### src/rtl/io_responder.sv
// Memory-mapped GPIO/timer/scratch responder: reads are combinational from register state, writes land on the strobe edge.
// No backpressure; irq is a pure function of the status and enable flops.
module io_responder #(
  parameter int GPIO_W      = 16,
  parameter int SYNC_STAGES = 2
) (
  input  logic              clk,
  input  logic              rst,
  input  logic [31:0]       addr,
  input  logic [31:0]       peripheral_in,
  input  logic              peripheral_we,
  output logic [31:0]       peripheral_out,
  input  logic [GPIO_W-1:0] gpio_in,
  output logic [GPIO_W-1:0] gpio_out,
  output logic              irq
);

  localparam logic [2:0] OFF_GPIO_OUT  = 3'd0;
  localparam logic [2:0] OFF_GPIO_IN   = 3'd1;
  localparam logic [2:0] OFF_TMR_CTRL  = 3'd2;
  localparam logic [2:0] OFF_TMR_LOAD  = 3'd3;
  localparam logic [2:0] OFF_TMR_COUNT = 3'd4;
  localparam logic [2:0] OFF_STATUS    = 3'd5;
  localparam logic [2:0] OFF_SCRATCH   = 3'd6;

  // Register state
  logic [GPIO_W-1:0]                  gpio_out_q, gpio_out_d;
  logic [SYNC_STAGES-1:0][GPIO_W-1:0] sync_q;
  logic [GPIO_W-1:0]                  sync_prev_q;
  logic                               en_q, en_d;
  logic                               ar_q, ar_d;
  logic                               tmr_ie_q, tmr_ie_d;
  logic                               gpio_ie_q, gpio_ie_d;
  logic [31:0]                        load_q, load_d;
  logic [31:0]                        count_q, count_d;
  logic                               tmr_exp_q, tmr_exp_d;
  logic                               gpio_edge_q, gpio_edge_d;
  logic [31:0]                        scratch_q, scratch_d;

  // Decode
  logic              sel;
  logic [2:0]        off;
  logic              wr_en;
  logic              wr_gpo, wr_ctrl, wr_load, wr_stat, wr_scr;
  logic [GPIO_W-1:0] sync_out;
  logic              gpio_chg;
  logic              tmr_zero;
  logic              tmr_fire;
  logic              unused_addr_bits;

  assign sel      = (addr[31:29] == 3'b111);
  assign off      = addr[4:2];
  assign wr_en    = peripheral_we & sel;
  assign wr_gpo   = wr_en && (off == OFF_GPIO_OUT);
  assign wr_ctrl  = wr_en && (off == OFF_TMR_CTRL);
  assign wr_load  = wr_en && (off == OFF_TMR_LOAD);
  assign wr_stat  = wr_en && (off == OFF_STATUS);
  assign wr_scr   = wr_en && (off == OFF_SCRATCH);

  assign unused_addr_bits = ^{addr[28], addr[27:5], addr[1:0]};

  assign sync_out = sync_q[SYNC_STAGES-1];
  assign gpio_chg = |(sync_out ^ sync_prev_q);

  assign tmr_zero = (count_q == 32'd0);
  assign tmr_fire = en_q & tmr_zero;

  always_comb begin
    gpio_out_d = wr_gpo  ? peripheral_in[GPIO_W-1:0] : gpio_out_q;
    load_d     = wr_load ? peripheral_in : load_q;
    scratch_d  = wr_scr  ? peripheral_in : scratch_q;
    ar_d       = wr_ctrl ? peripheral_in[1] : ar_q;
    tmr_ie_d   = wr_ctrl ? peripheral_in[2] : tmr_ie_q;
    gpio_ie_d  = wr_ctrl ? peripheral_in[3] : gpio_ie_q;
  end

  // Timer: CPU writes are applied after the countdown step so they take priority.
  always_comb begin
    en_d    = en_q;
    count_d = count_q;
    if (en_q) begin
      if (!tmr_zero) begin
        count_d = count_q - 32'd1;
      end else if (ar_q) begin
        count_d = load_q;
      end else begin
        en_d = 1'b0;
      end
    end
    if (wr_ctrl) begin
      en_d = peripheral_in[0];
      if (peripheral_in[0] && !en_q) begin
        count_d = load_q;
      end
    end
    if (wr_load) begin
      count_d = peripheral_in;
    end
  end

  // Set events beat a simultaneous write-one-to-clear.
  always_comb begin
    tmr_exp_d   = (tmr_exp_q   & ~(wr_stat & peripheral_in[0])) | tmr_fire;
    gpio_edge_d = (gpio_edge_q & ~(wr_stat & peripheral_in[1])) | gpio_chg;
  end

  always_ff @(posedge clk or negedge rst) begin
    if (!rst) begin
      gpio_out_q  <= '0;
      sync_q      <= '0;
      sync_prev_q <= '0;
      en_q        <= 1'b0;
      ar_q        <= 1'b0;
      tmr_ie_q    <= 1'b0;
      gpio_ie_q   <= 1'b0;
      load_q      <= '0;
      count_q     <= '0;
      tmr_exp_q   <= 1'b0;
      gpio_edge_q <= 1'b0;
      scratch_q   <= '0;
    end else begin
      gpio_out_q  <= gpio_out_d;
      sync_q[0]   <= gpio_in;
      for (int i = 1; i < SYNC_STAGES; i++) begin
        sync_q[i] <= sync_q[i-1];
      end
      sync_prev_q <= sync_out;
      en_q        <= en_d;
      ar_q        <= ar_d;
      tmr_ie_q    <= tmr_ie_d;
      gpio_ie_q   <= gpio_ie_d;
      load_q      <= load_d;
      count_q     <= count_d;
      tmr_exp_q   <= tmr_exp_d;
      gpio_edge_q <= gpio_edge_d;
      scratch_q   <= scratch_d;
    end
  end

  always_comb begin
    peripheral_out = '0;
    if (sel) begin
      case (off)
        OFF_GPIO_OUT:  peripheral_out[GPIO_W-1:0] = gpio_out_q;
        OFF_GPIO_IN:   peripheral_out[GPIO_W-1:0] = sync_out;
        OFF_TMR_CTRL:  peripheral_out[3:0]        = {gpio_ie_q, tmr_ie_q, ar_q, en_q};
        OFF_TMR_LOAD:  peripheral_out             = load_q;
        OFF_TMR_COUNT: peripheral_out             = count_q;
        OFF_STATUS:    peripheral_out[1:0]        = {gpio_edge_q, tmr_exp_q};
        OFF_SCRATCH:   peripheral_out             = scratch_q;
        default:       peripheral_out             = '0;
      endcase
    end
  end

  assign gpio_out = gpio_out_q;
  assign irq      = (tmr_exp_q & tmr_ie_q) | (gpio_edge_q & gpio_ie_q);

endmodule

### config.mk
export PLATFORM = sky130hd
export DESIGN_NAME = io_responder
export DESIGN_NICKNAME = d
export VERILOG_FILES = /design/src/rtl/io_responder.sv
export SDC_FILE = /design/constraint.sdc
export NUM_CORES = 1
export LEC_CHECK = 0
export CAP_MARGIN = 20
export CORE_ASPECT_RATIO = 1.4
export CORE_MARGIN = 2
export CORE_UTILIZATION = 50
export CTS_BUF_LIST = sky130_fd_sc_hd__clkbuf_8
export DETAILED_ROUTE_END_ITERATION = 6
export DONT_BUFFER_PORTS = 1
export PLACE_DENSITY = 0.66
export SETUP_SLACK_MARGIN = 0.02
export SLEW_MARGIN = 0
export SYNTH_ARGS = -nofsm -noshare
export SYNTH_HDL_FRONTEND = slang
export SYNTH_SLANG_ARGS = --single-unit
### constraint.sdc
create_clock -name clk -period 3.4 [get_ports clk]
set_clock_uncertainty 0.15 [all_clocks]
set_input_delay 0.51 -clock clk [delete_from_list [all_inputs] [get_ports clk]]
set_output_delay 0.51 -clock clk [all_outputs]
set_load 0.02 [all_outputs]
# Word level (Yosys, flattened, before mapping)
# Index checks and enable logic that the tools add are counted.
# word_totals
elab_cells,60
out_inout_bits,49
regBits,166
inputBits,83
# classes
mux,15
n_bitwise,14
addsub,1
n_eq_ne,7
n_reduce_logical,10
# ops
op,count
2-to-1 mux 32 bit,7
one-hot mux 12 bit (5 select lines),1
one-hot mux 16 bit (3 select lines),1
logical NOT 32 bit,1
"subtractor 32 x 1 -> 32 bit, second input constant",1
OR reduction 16 bit,1
bitwise XOR 16 bit,1
one-hot mux 2 bit (7 select lines),1
"== test 3 bit, second input constant",4
one-hot mux 2 bit (6 select lines),1
AND 1 bit,8
"== test 3 x 2 -> 1 bit, second input constant",2
logical AND 1 bit,6
2-to-1 mux 1 bit,4
"== test 3 x 1 -> 1 bit, second input constant",1
logical NOT 3 bit,1
OR 1 bit,3
NOT 1 bit,2
logical NOT 1 bit,1

# Logic depth before layout (Yosys ltp)
# logic_depth
ltp_word,7
mapped_depth,9
ltp_nobuf,8

# Worst setup path before layout
# No wires, ideal clock.
# synth_path
path_type,input port to output port
from,input port addr[4]
to,output port peripheral_out[21]
path_buffers,3
stages,6
arrival_ns,2.004
path_slack_ns,0.736
required_time_ns,2.740
path_cell_list,clkbuf_1 > nor2b_1 > clkbuf_1 > buf_1 > a22oi_1 > nor2_1
# synth_via
elab_chain_cells,3
word_cells_on_any_way,5
classes_between,eq/ne (3); mux (2)
# synth_rtl
item,line_no,source
start: declaration,9,"input logic [31:0] addr,"
== test 3 bit or == test 3 x 2 -> 1 bit (tied branches),143,case (off)
one-hot mux 16 bit (3 select lines) (*),143,
2-to-1 mux 32 bit (*),142,if (sel) begin
end: declaration,12,"output logic [31:0] peripheral_out,"
# Mark *: on every way between the ends. The rest lies on a longest branch, timed or not.

# Worst setup path after layout
# layout_path
from,register count_q[22]
to,register count_q[15]
# layout_via
elab_chain_cells,6
# layout_rtl
item,line_no,source
start: declaration,35,"logic [31:0] count_q, count_d;"
start signal: assignment,133,count_q <= count_d;
logical NOT 32 bit (*),65,assign tmr_zero = (count_q == 32'd0);
2-to-1 mux 32 bit (*),82,if (!tmr_zero) begin
2-to-1 mux 32 bit (*),81,if (en_q) begin
2-to-1 mux 32 bit,92,if (peripheral_in[0] && !en_q) begin
2-to-1 mux 32 bit (*),90,if (wr_ctrl) begin
2-to-1 mux 32 bit (*),96,if (wr_load) begin
via count_d[15],35,
# Mark *: on every way through the listed nets, which the timed path passes. The rest lies on a longest branch.
# A chain may end at the register's enable or synchronous reset.

==> summary.txt <==
Critical path
  – Worst r2r dst: count_q[15]
  – Crit path to: count_q[15]
  – Worst EP arrival: 3.19 ns
  – CP startpoint: count_q[22]
  – Critical path startpoint category: flip-flop
  – Reg2reg start: count_q[22]
  – CP Max Fanout: 8
  – WS Path Type: reg -> reg
  – FF-to-FF setup slack: 0.44 ns
  – Worst path required time: 3.63 ns
  – R2R cell count: 6
  – CP Capture Type: flip-flop

Placed design
  – Placed cell area: 0.00875 mm²
  – Port bufs: 0
  – HPWL after detailed placement: 16,900 µm
  – Final GP Congestion: 0.891

Synthesis
  – Main area contributors after synthesis: dfrtp_1 50%, mux2_2 11%, nand2_1 6.3%, a22oi_1 3.8%, nor2_1 2.5%
  – Register area share after synthesis: 49.9%
  – Area leader, netlist: dfrtp_1
  – YS warnings: 0
  – Post-Syn Area: 0.00833 mm²
  – Syn Area/Cell: 10.0 µm²
  – Post-Syn Instances: 832
  – Syn nets: 917
  – Post-synth top area share: 49.9%
  – Primary FF master, synth: dfrtp_1
  – Asr flop ratio synth: 100%
  – Most frequent cells after synthesis: 166 x dfrtp_1, 140 x nand2_1, 83 x mux2_2, 55 x nor2_1, 42 x a22oi_1
  – Number of flops mapped to enable cells by yosys: 0
  – Top-count cell post-synth: dfrtp_1
  – Post-synthesis cell type count: 67
  – FF+latch count, synth: 166

STA
  – Fin crit period: 2.96 ns
  – Period utilization: 87.0%
  – Final hold slack: -0.446 ns
  – Fmax: 338 MHz
  – Setup TNS: 0 ns
  – RSZ-0062 raised after global routing: false
  – Tightest Pin Transition: 0.844 ns
  – Final Hold Fails: 166
  – Slew margin rel.: 43.6%
  – Max-slew violations: 0
  – Setup violators final: 0

Routing
  – Final WL: 24,800 µm
  – WL per Instance: 22.4 µm
  – Iteration-0 DRC Markers: 602
  – DR vias: 7,007
  – Number of remaining DRC errors: 9
  – Antenna-violating nets left: 0
  – Number of vias per cell: 6.34
  – TritonRoute pass-1 iters: 7

Clock network
  – CTS Buf Count: 17
  – CTS H-Tree Depth: 4
  – CTS tree: done
  – Clk Tree Root Cell: clkbuf_8
  – Clock tree buffer depth: 2
  – Sink Count: 166
  – Post-CTS Setup Inserts: 0
  – Clk pin slew, worst setup/hold paths: 0.11 ns
  – Hold_buf cts: 46
  – Worst skew pair latency: 0.49 ns
  – Post-CTS sizing: 0

Layout
  – Share of layout cells above drive strength 1: 19.8%
  – Area Overhead vs Synth: 15.9%
  – ANT cells: 0
  – Fin area: 0.00965 mm²
  – Net count, final: 978

Hold path
  – Worst min path class: in -> async

GRT
  – Vias in the first global route: 7,303
  – Total track usage: 29.0%
  – First-pass GRT wire length: 39,600 µm
  – Largest net degree at the start of global routing: 167
  – Grt total ovfl: 0
  – Initial antenna violation count: 0

Pwr
  – Clock share of power: 30.8%
  – Comb pwr share: 17.7%
  – Lkg Pwr: 0.00415 µW
  – Pwr Density: 512 mW/mm²
  – Int Pwr: 3320 µW
  – Max VDD drop: 397 µV
  – Switch Pwr: 1630 µW
  – Sw Share: 32.9%
  – Reg power frac: 51.5%

Floorplanning
  – Vert. Die Dim: 157 µm
  – Die ar.: 0.0177 mm²
  – Die W: 113 µm
  – Starting Density: 51.3%
  – Core area: 0.0162 mm²
  – Row count: 55
  – Boundary Pins: 132

Outcome
  – Status: finished, violations left
  – Failing checks: design-rule violations, negative hold slack

Run
  – MaxCap Viol Count: 0
==> layout make-up <==
type                            instances  area, µm²
Clock buffer                           17        234
Clock inverter                         15        203
Fill cell                            1395       6590
Inverter                                6       22.5
Multi-Input combinational cell        608       3970
Sequential cell                       166       4150
Tap cell                              199        249
Timing Repair Buffer                   94        821
==> per-stage QoR <==
stage          hold slack (ns)  total power, µW  cells  util, %  worst slack [ns]
2_1_floorplan           0.0644             3140    832        -             0.736
3_3_place_gp            0.0703             3360   1027     53.9             0.524
3_5_place_dp            0.0724             3400   1027     53.9             0.513
4_1_cts                 -0.464             4970   1105     59.4             0.491
5_1_grt                 -0.466             5190   1105     59.4             0.351
6_report                -0.446             4940   1105     59.4             0.443
==> critical path: stages (launching register included) <==
cell     delay (ns)
dfrtp_1        0.44
nor4_1         0.56
nand2_1        0.23
or4_4          0.67
and4_1         0.25
or3_1          0.31
a32o_1         0.23
==> worst min-delay path by stage <==
stage	from	end	slack (ns)	depth (start not counted)
after floorplan	rst	ar_q	0.06	0
after global placement	rst	ar_q	0.07	0
after detailed placement	rst	scratch_q[28]	0.07	0
after CTS	rst	scratch_q[28]	-0.46	0
after global routing	rst	load_q[30]	-0.47	0
final	rst	scratch_q[28]	-0.45	0
==> kinds of logic (layout without fill, tap and decap cells) <==
group                      after synthesis  count (layout)  synth area share [%]
and+or+nand+nor                        306             306                  17.5
AOI/OAI and AO/OA                      190             190                  15.2
DFF                                    166             166                  49.9
muxes                                   91              91                  12.5
buffers and inverters                   58             132                  2.67
xor gates and xnor gates                19              19                  2.00
adders and majority gates                2               2                 0.300
==> sequential cells by signal, summed over array words and instances (netlist names), 16 cells and up <==
register and cells:
count_q 32, gpio_out 16, load_q 32, scratch_q 32, sync_out 16, sync_prev_q 16, sync_q 16
==> routing by layer <==
layer / vias to the layer above / track usage (%) / share of wire, %
met3: 63 / 5.69 / 5.7
met4: 0 / 12.8 / 3.7
met1: 3504 / 35.0 / 40
li1: 3165 / - / -
met2: 275 / 50.3 / 51
met5: - / 0 / 0
==> power by group through the flow <==
stage                     Clock [µW]  Combinational [µW]  Sequential, µW
after floorplan                    0                 655            2480
after global placement             0                 795            2560
after detailed placement           0                 819            2580
after CTS                       1550                 871            2540
after global routing            1630                 973            2590
final                           1520                 873            2550
==> cells in the final DEF, fill, tap and decap left out, types with 5 or more instances in the layout <==
master         instances
nand4_1               17
xnor2_1               16
o21ai_0               37
clkbuf_8              17
mux2i_1                6
a21o_1                 6
dlygate4sd3_1         46
nor4_1                12
a211oi_1               9
buf_4                 48
nor3_1                22
nor2_1                54
mux2_2                83
and2_1                 5
or3_1                  7
a311oi_1               5
a221oi_1               5
clkinv_8               5
a21oi_1               39
nand3_1               12
inv_8                  5
dfrtp_1              166
nand2_1              140
o22ai_1                9
inv_1                  6
a22oi_1               42
a31oi_1                8
No activity file was read; power rests on OpenSTA's default activity.
